[src/rtl/mem_access_ctrl.sv]
// CPU-side initiator for a single-port synchronous RAM: latches one load/store
// into MAR/MDR, drives the RAM strobes, waits out read latency, pulses done.
module mem_access_ctrl #(
  parameter int unsigned ADDR_W       = 9,
  parameter int unsigned DATA_W       = 32,
  parameter int unsigned READ_LATENCY = 1
) (
  input  logic              clock,
  input  logic              clear,
  input  logic              req,
  input  logic              req_we,
  input  logic [ADDR_W-1:0] req_addr,
  input  logic [DATA_W-1:0] req_wdata,
  output logic              busy,
  output logic              done,
  output logic [DATA_W-1:0] rdata,
  output logic              mem_read,
  output logic              mem_write,
  output logic [ADDR_W-1:0] mem_addr,
  output logic [DATA_W-1:0] mem_wdata,
  input  logic [DATA_W-1:0] mem_rdata
);

  // Wide enough for READ_LATENCY-1 up to 6.
  localparam int unsigned CNT_W = 3;

  typedef enum logic [2:0] {
    IDLE  = 3'd0,
    WRITE = 3'd1,
    READ  = 3'd2,
    WAIT  = 3'd3,
    DONE  = 3'd4
  } state_t;

  state_t            state, state_nxt;
  logic [ADDR_W-1:0] mar, mar_nxt;
  logic [DATA_W-1:0] mdr, mdr_nxt;
  logic [CNT_W-1:0]  cnt, cnt_nxt;
  logic              we, we_nxt;
  logic              busy_nxt, done_nxt, mem_read_nxt, mem_write_nxt;

  // State, MAR/MDR and registered strobe outputs.
  always_ff @(posedge clock) begin
    if (clear) begin
      state     <= IDLE;
      mar       <= '0;
      mdr       <= '0;
      cnt       <= '0;
      we        <= 1'b0;
      busy      <= 1'b0;
      done      <= 1'b0;
      mem_read  <= 1'b0;
      mem_write <= 1'b0;
    end else begin
      state     <= state_nxt;
      mar       <= mar_nxt;
      mdr       <= mdr_nxt;
      cnt       <= cnt_nxt;
      we        <= we_nxt;
      busy      <= busy_nxt;
      done      <= done_nxt;
      mem_read  <= mem_read_nxt;
      mem_write <= mem_write_nxt;
    end
  end

  // Next-state, datapath updates, and strobes decoded from the next state so
  // the registered outputs line up with the state they belong to.
  always_comb begin
    state_nxt = state;
    mar_nxt   = mar;
    mdr_nxt   = mdr;
    cnt_nxt   = cnt;
    we_nxt    = we;

    case (state)
      IDLE: begin
        if (req) begin
          mar_nxt = req_addr;
          we_nxt  = req_we;
          if (req_we) begin
            mdr_nxt   = req_wdata;
            state_nxt = WRITE;
          end else begin
            state_nxt = READ;
          end
        end
      end
      WRITE: state_nxt = DONE;
      READ: begin
        cnt_nxt   = CNT_W'(READ_LATENCY - 1);
        state_nxt = WAIT;
      end
      WAIT: begin
        if (cnt == '0) begin
          if (!we) begin
            mdr_nxt = mem_rdata;
          end
          state_nxt = DONE;
        end else begin
          cnt_nxt = cnt - CNT_W'(1);
        end
      end
      DONE:    state_nxt = IDLE;
      default: state_nxt = IDLE;
    endcase

    busy_nxt      = (state_nxt != IDLE);
    done_nxt      = (state_nxt == DONE);
    mem_read_nxt  = (state_nxt == READ);
    mem_write_nxt = (state_nxt == WRITE);
  end

  assign mem_addr  = mar;
  assign mem_wdata = mdr;
  assign rdata     = mdr;

endmodule

[config.mk]
export PLATFORM = sky130hd
export DESIGN_NAME = mem_access_ctrl
export DESIGN_NICKNAME = d
export VERILOG_FILES = /design/src/rtl/mem_access_ctrl.sv
export SDC_FILE = /design/constraint.sdc
export NUM_CORES = 1
export LEC_CHECK = 0
export ABC_AREA = 1
export CAP_MARGIN = 10
export CORE_MARGIN = 2
export CORE_UTILIZATION = 28
export DETAILED_ROUTE_END_ITERATION = 10
export GPL_ROUTABILITY_DRIVEN = 0
export GPL_TIMING_DRIVEN = 0
export HOLD_SLACK_MARGIN = 0.06
export SLEW_MARGIN = 20
export SYNTH_ARGS = -nofsm -noshare
export SYNTH_HDL_FRONTEND = slang
export SYNTH_SLANG_ARGS = --single-unit
[constraint.sdc]
create_clock -name clock -period 1.4 [get_ports clock]
set_input_delay 0.28 -clock clock [delete_from_list [all_inputs] [get_ports clock]]
set_output_delay 0.28 -clock clock [all_outputs]
set_load 0.05 [all_outputs]
# == Word level (Yosys, flattened, before mapping) ==
# Cells that the tools add are included.
# op_classes
n_reduce_logical,8
multipliers,0
eq_ne,11
order_cmp,0
n_addsub,1
n_mux,11
shifts,0
bitwise,0
n_div,0
# ops
op,n
two-way mux 32 bit,4
one-hot mux 32 bit (2 select lines),1
one-hot mux 3 bit (4 select lines),1
"!= test 2 bit, second input constant",5
"== test 3 x 2 -> 1 bit, second input constant",3
two-way mux 3 bit,3
"== test 3 x 1 -> 1 bit, second input constant",2
zero test 3 bit,2
one-hot mux 3 bit (2 select lines),1
AND reduction 5 bit,1
AND reduction 2 bit,2
nonzero test 2 bit,2
"== test 3 bit, second input constant",1
nonzero test 3 bit,1
"subtractor 3 x 1 -> 3 bit, second input constant",1
two-way mux 2 bit,1
# totals
rom_bits,0
mem_count,0
ff_bits,52
ramBits,0
in_bits,77
output_inout_bits,77
latch_bits,0

# == Depth between registers and ports, before layout ==
# Gate-level depths: netlist (run 1).
# logic_depth
depth_word,4
depth_mapped,9
ltp_nobuf,8

# == Least setup slack after synthesis (run 1) ==
# OpenSTA, ideal clock, no wires.
# synth_path
kind,flip-flop to flip-flop
start,reg cnt[0]
end,reg mdr[12] (netlist: mem_wdata[12])
stages_incl_launch_ff,9
required_ns,1.285
period_less_slack_ns,1.320
arrival_ns,1.205
n_path_buf,1
setup_time_ns,0.115
slack_ns,0.080
cell_sequence,dfxtp_1 > inv_1 > ha_1 > nand2_1 > nor2_1 > nand2_4 > buf_6 > a21oi_1 > nor2_1
# synth_via
elab_chain_len,3
# synth_lines
element,line_no,text
start: declaration,38,"logic [CNT_W-1:0] cnt, cnt_nxt;"
start signal: assignment,58,cnt <= cnt_nxt;
zero test 3 bit,95,if (cnt == '0) begin
!= test 2 bit (no source line),-,
AND reduction 5 bit (no source line),-,
end signal: assignment,57,mdr <= mdr_nxt;
end: declaration,37,"logic [DATA_W-1:0] mdr, mdr_nxt;"
# No other way between the ends.
# A chain may end at the register's enable or synchronous reset.

# == Worst setup path in the final report (run 1) ==
# layout_path
start,reg cnt[0]
end,reg mdr[30] (netlist: mem_wdata[30])
# Same word-level chain as after synthesis.

==> metrics.md, run 1 <==
| Metric | Value |
|---|---|
| Status | complete, but fails checks |
| Failing checks | setup timing |
| Htree depth | 2 |
| Reg-to-Reg Start | cnt[0] |
| FF+latch count, synth | 52 |
| Fin crit share | 1.03 |
| Routed len/inst | 13.2 um |
| Rows | 38 |
| HP Start | clear |
| Total Power | 0.00509 W |
| Clock transition at path regs | 100 ps |
| WP data arrival | 1640 ps |
| Final hold violations | 0 |
| Cell chain of the critical path | inv_2 > ha_4 > nand2_4 > nor2_4 > nand2_8 > clkbuf_16 > a21oi_1 > nor2_1 |
| Initial Utilization | 0.283 |
| # diodes | 0 |
| Synth Instances | 454 |
| Compound-Gate Fraction of Synth Area | 0.0920 |
| Final setup viols | 27 |
| TritonCTS Sinks | 52 |
| Yosys warning total | 0 |
| Top-count cell post-synth | nand2_1 |
| Rel. slew slack | 0.693 |
| Hold endpoint | state[1] |
| CP Launch Type | register |
| Routed WL | 10.1 mm |
| Global-route wire length before repair | 15.5 mm |
| Routed vias/inst | 4.45 |
| Leak Pwr | 2.41 nW |
| CTS Buffer Depth | 2 |
| Critical setup path kind | reg2reg |
| Power Dens Cells | 1010 nW/um2 |
| Area of the multi-input gates | 1570 um2 |
| GRT overflow | 0 |
| Post-layout util | 0.471 |
| Min-delay worst type | in2reg |
| Place WS | -279 ps |
| Vias in the first global route | 3266 |
| CTS root buffer | clkbuf_8 |
| Peak supply drop | 0.524 mV |
| Post-synthesis simple-gate area fraction | 0.350 |
| Area grow syn2layout | 66.1% |
| Crit-path max FO | 8 |
| Hold path cells | 2 |
| Die area | 11700 um2 |
| Slowest Stage Delay on Critical Path | 330 ps |
| DRT antenna net count | 0 |
| Post-synth top cells | nand2_1, dfxtp_1, inv_1, nor2_1, buf_4 |
| Worst R2R End | mem_wdata[30] |
| R2R setup slack | -40 ps |
| Top Family by Delay on Critical Path | simple AND/OR/NAND/NOR gates |
| Num CTS Buffers | 5 |
| Final slew viol count | 0 |
| Cell Area, Synth | 3050 um2 |
| Ys flop type | dfxtp_1 |
| Synth top area share | 0.342 |
| Antenna violations before repair | 0 |
| Core ar. | 10700 um2 |
| Via count | 3397 |
| Largest family of logic cells by synthesized area | simple AND/OR/NAND/NOR gates |
| CP bufs+invs | 2 |
| Iteration-0 DRC Markers | 113 |
| Syn Area/Cell | 6.71 um2 |
| DRC violation count after routing | 0 |
| Area contributors post-synth | dfxtp_1, nand2_1, buf_4 |
| Die Ht | 108 um |
| Yosys cell types | 21 |
| CTS tree | done |
| # port buffers | 152 |
| Fillers | 1093 |
| Io pins | 154 |
| CP max stage cell | dfxtp_2 |
| Post-Syn Nets | 533 |
| CTS Hold Buffers Added | 0 |
| Maximum clock frequency | 693 MHz |
| Post-synth EDFFs | 0 |
| Unrepaired setup endpoints after global routing | yes |
| Largest net degree at the start of global routing | 18 |
| DP Wirelength | 7.32 mm |
| Mux share of post-synthesis cell area | 0 |
| Max_cap viols | 0 |
| Reg2Reg Depth | 8 |
| Layout cells sized above 1 | 0.334 |
| Seq. cell area | 1040 um2 |
| Synth area leader | dfxtp_1 |
| Required time of the critical path | 1600 ps |
| Gr usage total | 0.164 |
| Crit path time final | 1440 ps |
| First-pass DRT Iterations | 4 |
| Layout Skew | 8.81 ps |
| CP endpoint kind | register |
| XOR/XNOR Fraction of Synth Area | 0 |
| Adder-cell area share of the yosys netlist | 0.00822 |
| Seq/Total Area, Yosys | 0.342 |
| Die Width | 108 um |
| Final Net Count | 701 |
| Share of synthesized registers carrying an async set or reset | 0 |
| Transition time at the pin with the least slew margin | 460 ps |
| Clk_lat worst skew | 300 ps |
| Final critical-path setup slack | -43.0 ps |
==> layout by cell type (no fill, tap or decap), types with 29 or more instances in the layout <==
cell             instances
buf_4                   40
dfxtp_1                 49
inv_1                   41
nand4_1                 33
nor2_1                  41
buf_2                   48
clkdlybuf4s15_2         37
nand2_1                123
clkdlybuf4s50_1         75
nand3_1                 29
==> registers in the layout, summed over array words and instances (netlist names) <==
signal     count
we             1
mem_wdata     32
mem_addr       9
cnt            3
state          3
mem_write      1
mem_read       1
busy           1
done           1
==> timing repair <==
| action | 4_1_cts | 5_1_grt |
|---|---|---|
| buffers inserted | 1 | 2 |
| cloned | 2 | 4 |
| pin swaps | 1 | 14 |
| gates resized for setup | 304 | 70 |
| setup endpoints to repair | 109 | 41 |
==> through the flow <==
step           cell area (um2)  setup TNS (ps)  cells  hold slack (ps)
6_report                  5060            -513    763              385
5_1_grt                   5060           -3190    763              417
4_1_cts                   4780           -19.8    757              386
3_5_place_dp              4740          -13200    746              459
3_3_place_gp              4740          -12470    746              451
2_1_floorplan             3050               0    454              425
==> routing by layer <==
| metal | vias up | GRT usage | routed length [um] | part of all wire |
|---|---|---|---|---|
| met4 | 0 | 0.0330 | 86 | 0.0085 |
| met1 | 1547 | 0.197 | 4320 | 0.43 |
| li1 | 1753 | - | - | - |
| met2 | 91 | 0.296 | 5030 | 0.50 |
| met3 | 6 | 0.0392 | 652 | 0.065 |
| met5 | - | 0 | 0 | 0 |
==> area by class of cell <==
| cell class | count | share of cell area |
|---|---|---|
| buffer | 65 | 0.0977 |
| clock buffer | 5 | 0.0136 |
| clock inverter | 3 | 0.00470 |
| inverter | 45 | 0.0339 |
| multi-input combinational | 293 | 0.309 |
| sequential | 52 | 0.207 |
| tap | 140 | 0.0346 |
| timing repair buffer | 160 | 0.300 |
==> cells by family after synthesis <==
family / after synthesis
and+or+nand+nor: 242
buffers and inverters: 110
DFF: 52
AOI/OAI and AO/OA: 48
adders and majority gates: 2
==> where the power goes <==
group          switching [W]  leakage, nW  total, W  internal (W)
clock network       0.000510       0.0404  0.000865      0.000355
logic                0.00156         1.94   0.00247      0.000903
registers           0.000115        0.428   0.00175       0.00164
==> how the worst max path moves through the flow <==
stage | from | to | slack, ps | cells after the start
after floorplan | cnt[0] | mem_wdata[12] | 80 | 8
after global routing | cnt[0] | mem_wdata[10] | -120 | 8
after detailed placement | req | mem_wdata[8] | -280 | 8
after global placement | req | mem_wdata[8] | -270 | 8
final | cnt[0] | mem_wdata[30] | -40 | 8
after CTS | cnt[1] | mem_wdata[26] | -20 | 8
Power figures use the tool's default switching activity.
==> run 2, diff against run 1 <==
- CORE_MARGIN: 2 -> 4
==> run 2 against run 1 <==
Net effect: the flow now finishes without violations; routed wire length is 6.9% higher; worst setup slack improved by 84 ps; hold slack improved by 9.4 ps; final cell count up 0.13%; register-to-register slack better by 90 ps; largest power group unchanged.
==> metrics.md, run 2 (synthesis results as in run 1) <==
| Metric | Value |
|---|---|
| CP Launch Type | register |
| Htree depth | 2 (unchanged) |
| Routed len/inst | 14.1 um (+6.8%) |
| Maximum clock frequency | 736 MHz (+6.2%) |
| Metal-1 WL | 4.67 mm (+7.9%) |
| Io pins | 154 (unchanged) |
| Final critical-path setup slack | 40.9 ps (+83.9 ps) |
| Place WS | -266 ps (+13.6 ps) |
| Die area | 12600 um2 (+7.5%) |
| Rows | 37 (-2.6%) |
| Hold_ws | 395 ps (+9.44 ps) |
| Clock transition at path regs | 100 ps (about the same) |
| Status | finished, final reports clean |
| Most frequent cells in the layout | nand2_1, clkdlybuf4s50_1, buf_2 |
| Routed vias/inst | 4.50 (+1.0%) |
| Power Dens Cells | 1130 nW/um2 (+12%) |
| DP Wirelength | 7.80 mm (+6.6%) |
| CTS tree | done |
| CP max stage cell | dfxtp_1 |
| Final slew viol count | 0 (unchanged) |
| Cell chain of the critical path | clkdlybuf4s18_2 |
| Hold path cells | 2 (unchanged) |
| Crit path time final | 1360 ps (-83.9 ps) |
| Num CTS Buffers | 5 (unchanged) |
| Seq. cell area | 1050 um2 (+0.12%) |
| Unrepaired setup endpoints after global routing | yes |
| Max reg flops | 32 (unchanged) |
| First-pass DRT Iterations | 4 (unchanged) |
| Fin crit share | 0.971 (-0.0599) |
| WP data arrival | 1080 ps (-560 ps) |
| Core ar. | 10500 um2 (-2.6%) |
| Leak Pwr | 2.46 nW (+2.2%) |
| # port buffers | 152 (unchanged) |
| Global-route wire length before repair | 16.7 mm (+7.6%) |
| Stages on the worst setup path | 1 (-7) |
| Slowest Stage Delay on Critical Path | 390 ps (+60 ps) |
| Via count | 3436 (+1.1%) |
| Largest net degree at the start of global routing | 17 (-1) |
| Gr usage total | 0.159 (-0.00456) |
| Min-delay worst type | in2reg |
| Layout Skew | 5.08 ps (-3.73 ps) |
| DRC violation count after routing | 0 (unchanged) |
| Vias in the first global route | 3274 (+0.24%) |
| Initial Utilization | 0.291 (+0.00766) |
| TritonCTS Sinks | 52 (unchanged) |
| Required time of the critical path | 1120 ps (-480 ps) |
| CTS root buffer | clkbuf_8 |
| Max_cap viols | 0 (unchanged) |
| Final setup viols | 0 (-100%) |
| CP endpoint kind | output pin |
| Iteration-0 DRC Markers | 104 (-8.0%) |
| Highest Signal Layer | met4 |
| Top Family by Delay on Critical Path | flip-flops |
| Layout cells sized above 1 | 0.326 (-0.00744) |
| Area of the multi-input gates | 1500 um2 (-3.9%) |
| Critical setup path kind | reg2out |
| Clk_lat worst skew | 310 ps (about the same) |
| Most common cell after layout, fill and taps aside | nand2_1 |
| Crit-path max FO | 3 (-5) |
| Rel. slew slack | 0.690 (-0.00331) |
| Final Net Count | 706 (+0.71%) |
| Die Ht | 112 um (+3.7%) |
| Antenna violations before repair | 0 (unchanged) |
| GRT overflow | 0 (unchanged) |
| Met2 wire length | 5.29 mm (+5.1%) |
| Die Width | 112 um (+3.7%) |
| CP bufs+invs | 1 (-1) |
| Peak supply drop | 0.515 mV (-1.7%) |
| Final hold violations | 0 (unchanged) |
| Transition time at the pin with the least slew margin | 465 ps (+4.97 ps) |
| Fillers | 1095 (+0.18%) |
| Reg2Reg Depth | 8 (unchanged) |
| DRT antenna net count | 0 (unchanged) |
| Routed WL | 10.8 mm (+6.9%) |
| CTS Buffer Depth | 2 (unchanged) |
| Area grow syn2layout | 65.2% |
| WL met3 | 767 um (+18%) |
| # diodes | 0 (unchanged) |
-- run 2: changes by cell type in the layout (fill, tap and decap cells not counted), moves of 2 or more --
cell,before,now
a21oi_1,17,30
a21oi_4,4,0
clkdlybuf4s18_2,1,5
buf_4,40,44
clkinvlp_4,2,0
buf_2,48,53
bufinv_16,0,3
a21oi_2,25,16
clkdlybuf4s15_2,37,29
clkbuf_16,4,1
-- run 2: path summary, 6_finish.rpt --
path / from / endpoint / slack [ps]
worst max-delay path: mem_wdata[5] / mem_wdata[5] / 40
worst min-delay path: clear / we / 390
worst max register to register: cnt[0] / mem_wdata[4] / 50
worst min register to register: mem_addr[7] / mem_addr[7] / 470
-- run 2: layout make-up --
type	count	share of cell area
Buffer	65	0.0983
Clock buffer	5	0.0137
Clock inverter	3	0.0179
Inverter	45	0.0336
Multi-Input combinational cell	293	0.299
Sequential cell	52	0.208
Tap cell	136	0.0338
Timing Repair Buffer	165	0.296
-- run 2: per-layer routing --
| metal | global-route usage | vias up |
|---|---|---|
| met5 | 0 | - |
| met4 | 0.0296 | 0 |
| met3 | 0.0458 | 7 |
| met2 | 0.275 | 115 |
| met1 | 0.198 | 1548 |
| li1 | - | 1766 |
-- run 2: power breakdown --
part | internal, W | total, W | switching (W)
Sequential | 0.00164 | 0.00176 | 0.000115
Clock | 0.000894 | 0.00142 | 0.000526
Combinational | 0.000913 | 0.00249 | 0.00157
Total | 0.00345 | 0.00566 | 0.00222
-- run 2: through the flow --
stage / TNS [ps] / area (um2) / cells / utilization / total power (W)
2_1_floorplan: 0 / 3050 / 454 / - / 0.00339
3_3_place_gp: -12550 / 4740 / 742 / 0.453 / 0.00421
3_5_place_dp: -13220 / 4740 / 742 / 0.453 / 0.00424
4_1_cts: 0 / 4930 / 759 / 0.471 / 0.00562
5_1_grt: -291 / 5030 / 764 / 0.481 / 0.00596
6_report: 0 / 5030 / 764 / 0.481 / 0.00566
-- run 2: repair_timing --
action	CTS	global route
endpoints found under the hold margin	0	0
buffers inserted	5	4
gates resized for setup	315	61
hold buffers	0	0
setup endpoints to repair	109	49
pin swaps	4	14
gates cloned	4	1
==> run 3, diff against run 2 <==
- CORE_ASPECT_RATIO: unset -> 1.25
- MAX_ROUTING_LAYER: unset -> met4
- clock period: 1.4 -> 1.41 ns (I/O delays scaled with it)
==> run 3 against run 2 <==
Net effect: the flow now finishes with violations (setup timing); clock skew grew 0.72 ps; worst setup slack lost 55 ps; combinational power decreased by 2%; non-clock buffer count fell by 10; die area barely moved; final area grew 0.75%.
==> metrics.md, run 3 (synthesis results as in run 1) <==
| Metric | Value |
|---|---|
| Status | complete, but fails checks |
| Failing checks | setup timing |
| Most frequent CP cell | nand2_4 |
| Final critical-path setup slack | -13.9 ps (-54.8 ps) |
| Reg-to-Reg Start | cnt[0] |
| Required time of the critical path | 1600 ps (+480 ps) |
| Io pins | 154 (unchanged) |
| CP Launch Type | register |
| CTS Hold Buffers Added | 0 (unchanged) |
| Clock transition at path regs | 70 ps (-30 ps) |
| Clk_lat worst skew | 290 ps (-20 ps) |
| Cell chain of the critical path | inv_2 > ha_4 > nand2_4 > nor2_4 > nand2_4 > clkbuf_16 > a21oi_2 > nor2_1 |
| GRT overflow | 0 (unchanged) |
| TritonCTS Sinks | 52 (unchanged) |
| Max reg flops | 32 (unchanged) |
| WP data arrival | 1610 ps (+530 ps) |
| Area grow syn2layout | 66.4% |
| CP endpoint kind | register |
| Hold_ws | 405 ps (+10.1 ps) |
| CTS root buffer | clkbuf_16 |
| Layout cells sized above 1 | 0.317 (-0.00928) |
| Die area | 12600 um2 (about the same) |
| DP Wirelength | 7.69 mm (-1.4%) |
| Worst setup startpoint | cnt[0] |
| Most common cell after layout, fill and taps aside | nand2_1 |
| Die Width | 101 um (-9.8%) |
| Transition time at the pin with the least slew margin | 489 ps (+24.0 ps) |
| # port buffers | 152 (unchanged) |
| First-pass DRT Iterations | 4 (unchanged) |
| Reg2Reg Depth | 8 (unchanged) |
| Final hold violations | 0 (unchanged) |
| Htree depth | 2 (unchanged) |
| Layout Skew | 5.80 ps (+0.718 ps) |
| Global-route wire length before repair | 16.0 mm (-4.0%) |
| Max_cap viols | 0 (unchanged) |
| Final slew viol count | 0 (unchanged) |
| Final Net Count | 696 (-1.4%) |
| Crit path time final | 1420 ps |
| Min-delay worst type | in2reg |
| Rows | 42 (+14%) |
| Rel. slew slack | 0.674 (-0.0160) |
| Most frequent cells in the layout | nand2_1, clkdlybuf4s50_1, dfxtp_1 |
| Routed WL | 10.4 mm (-3.4%) |
| Num CTS Buffers | 5 (unchanged) |
| # diodes | 0 (unchanged) |
| Routed vias/inst | 4.48 (-0.33%) |
| Maximum clock frequency | 702 MHz |
| DRT antenna net count | 0 (unchanged) |
| Vias in the first global route | 3314 (+1.2%) |
| CTS tree | done |
| Fin cells | 750 (-1.8%) |
| DRC violation count after routing | 0 (unchanged) |
| Critical setup path kind | reg2reg |
| Gr usage total | 0.159 (about the same) |
| Peak supply drop | 0.547 mV (+6.2%) |
| Die Ht | 125 um (+11%) |
| Antenna violations before repair | 0 (unchanged) |
| Worst R2R End | mem_wdata[1] |
| CTS Buffer Depth | 2 (unchanged) |
| CP max stage cell | dfxtp_2 |
| Final setup viols | 2 (+2) |
| Crit-path max FO | 5 (+2) |
| Core ar. | 10600 um2 (+1.5%) |
| Fin crit share | 1.01 |
| CP endpoint | mem_wdata[1] |
| Placed cells | 738 (-0.54%) |
| Largest net degree at the start of global routing | 17 (unchanged) |
| Via count | 3362 (-2.2%) |
| Slowest Stage Delay on Critical Path | 320 ps (-70 ps) |
| Iteration-0 DRC Markers | 118 (+13%) |
| Power Dens Cells | 1100 nW/um2 (-2.3%) |
| Routed len/inst | 13.9 um (-1.6%) |
| R2R setup slack | -10 ps (-60 ps) |
| Leak Pwr | 2.40 nW (-2.5%) |
| Initial Utilization | 0.287 (-0.00419) |
| Unrepaired setup endpoints after global routing | yes |
| Post-layout util | 0.477 (-0.00338) |
[run 3: cell types whose count changed in the layout (fill, tap and decap cells not counted), moves of 4 or more]
cell,delta
clkbuf_16,+6
buf_2,-21
a21oi_2,+10
buf_4,+4
clkbuf_8,-5
clkdlybuf4s15_2,+11
a21oi_1,-11
buf_6,-5
clkdlybuf4s18_2,-5
[run 3: worst min path at each step]
stage	to	start	depth (start not counted)	slack [ps]
2_1_floorplan	mem_addr[0]	req_addr[0]	2	430
3_5_place_dp	mem_addr[8]	mem_addr[8]	2	460
6_report	state[1]	clear	2	400
4_1_cts	state[1]	clear	2	400
5_1_grt	mem_addr[6]	clear	2	430
3_3_place_gp	mem_addr[7]	mem_addr[7]	2	450
[run 3: worst max-delay path: cells and delay by family, from the launching register on]
| family | cells | cell delay [ps] |
|---|---|---|
| fa+ha+maj | 1 | 150 |
| flops | 1 | 320 |
| buf+inv | 2 | 270 |
| simple gates | 4 | 460 |
| compound gates | 1 | 110 |
[run 3: final cells by class]
class | count | area [um2]
sequential | 52 | 1040
multi-input combinational | 293 | 1540
fill | 1054 | 5550
clock buffer | 5 | 125
buffer | 65 | 502
tap | 132 | 165
timing repair buffer | 155 | 1490
clock inverter | 3 | 42.5
inverter | 45 | 169
[run 3: metal layers]
| metal | vias up | GRT usage | wire, um |
|---|---|---|---|
| li1 | 1744 | - | - |
| met1 | 1507 | 0.177 | 4210 |
| met2 | 107 | 0.283 | 5350 |
| met3 | 4 | 0.0398 | 787 |
| met4 | 0 | 0.0336 | 71 |
| met5 | - | - | 0 |
[run 3: metrics by stage]
step           TNS (ps)  cell area, um2  setup WS, ps  total power [W]
2_1_floorplan         0            3050          90.4          0.00336
3_3_place_gp     -12120            4730          -272          0.00418
3_5_place_dp     -13000            4730          -291          0.00421
4_1_cts               0            4900         0.378          0.00552
5_1_grt           -1850            5070         -88.7          0.00585
6_report          -21.6            5070         -13.9          0.00557
[run 3: repair_timing]
action	4_1_cts	5_1_grt
gates cloned	0	3
pin swaps	1	7
buffers inserted	1	0
endpoints found under the setup margin	109	49
gates resized for setup	258	82
[run 3: report_power, final]
part	internal, W	leakage, nW	switching, W	total [W]
Clock	0.000835	0.0798	0.000549	0.00138
Combinational	0.000892	1.89	0.00156	0.00245
Sequential	0.00163	0.428	0.000112	0.00174
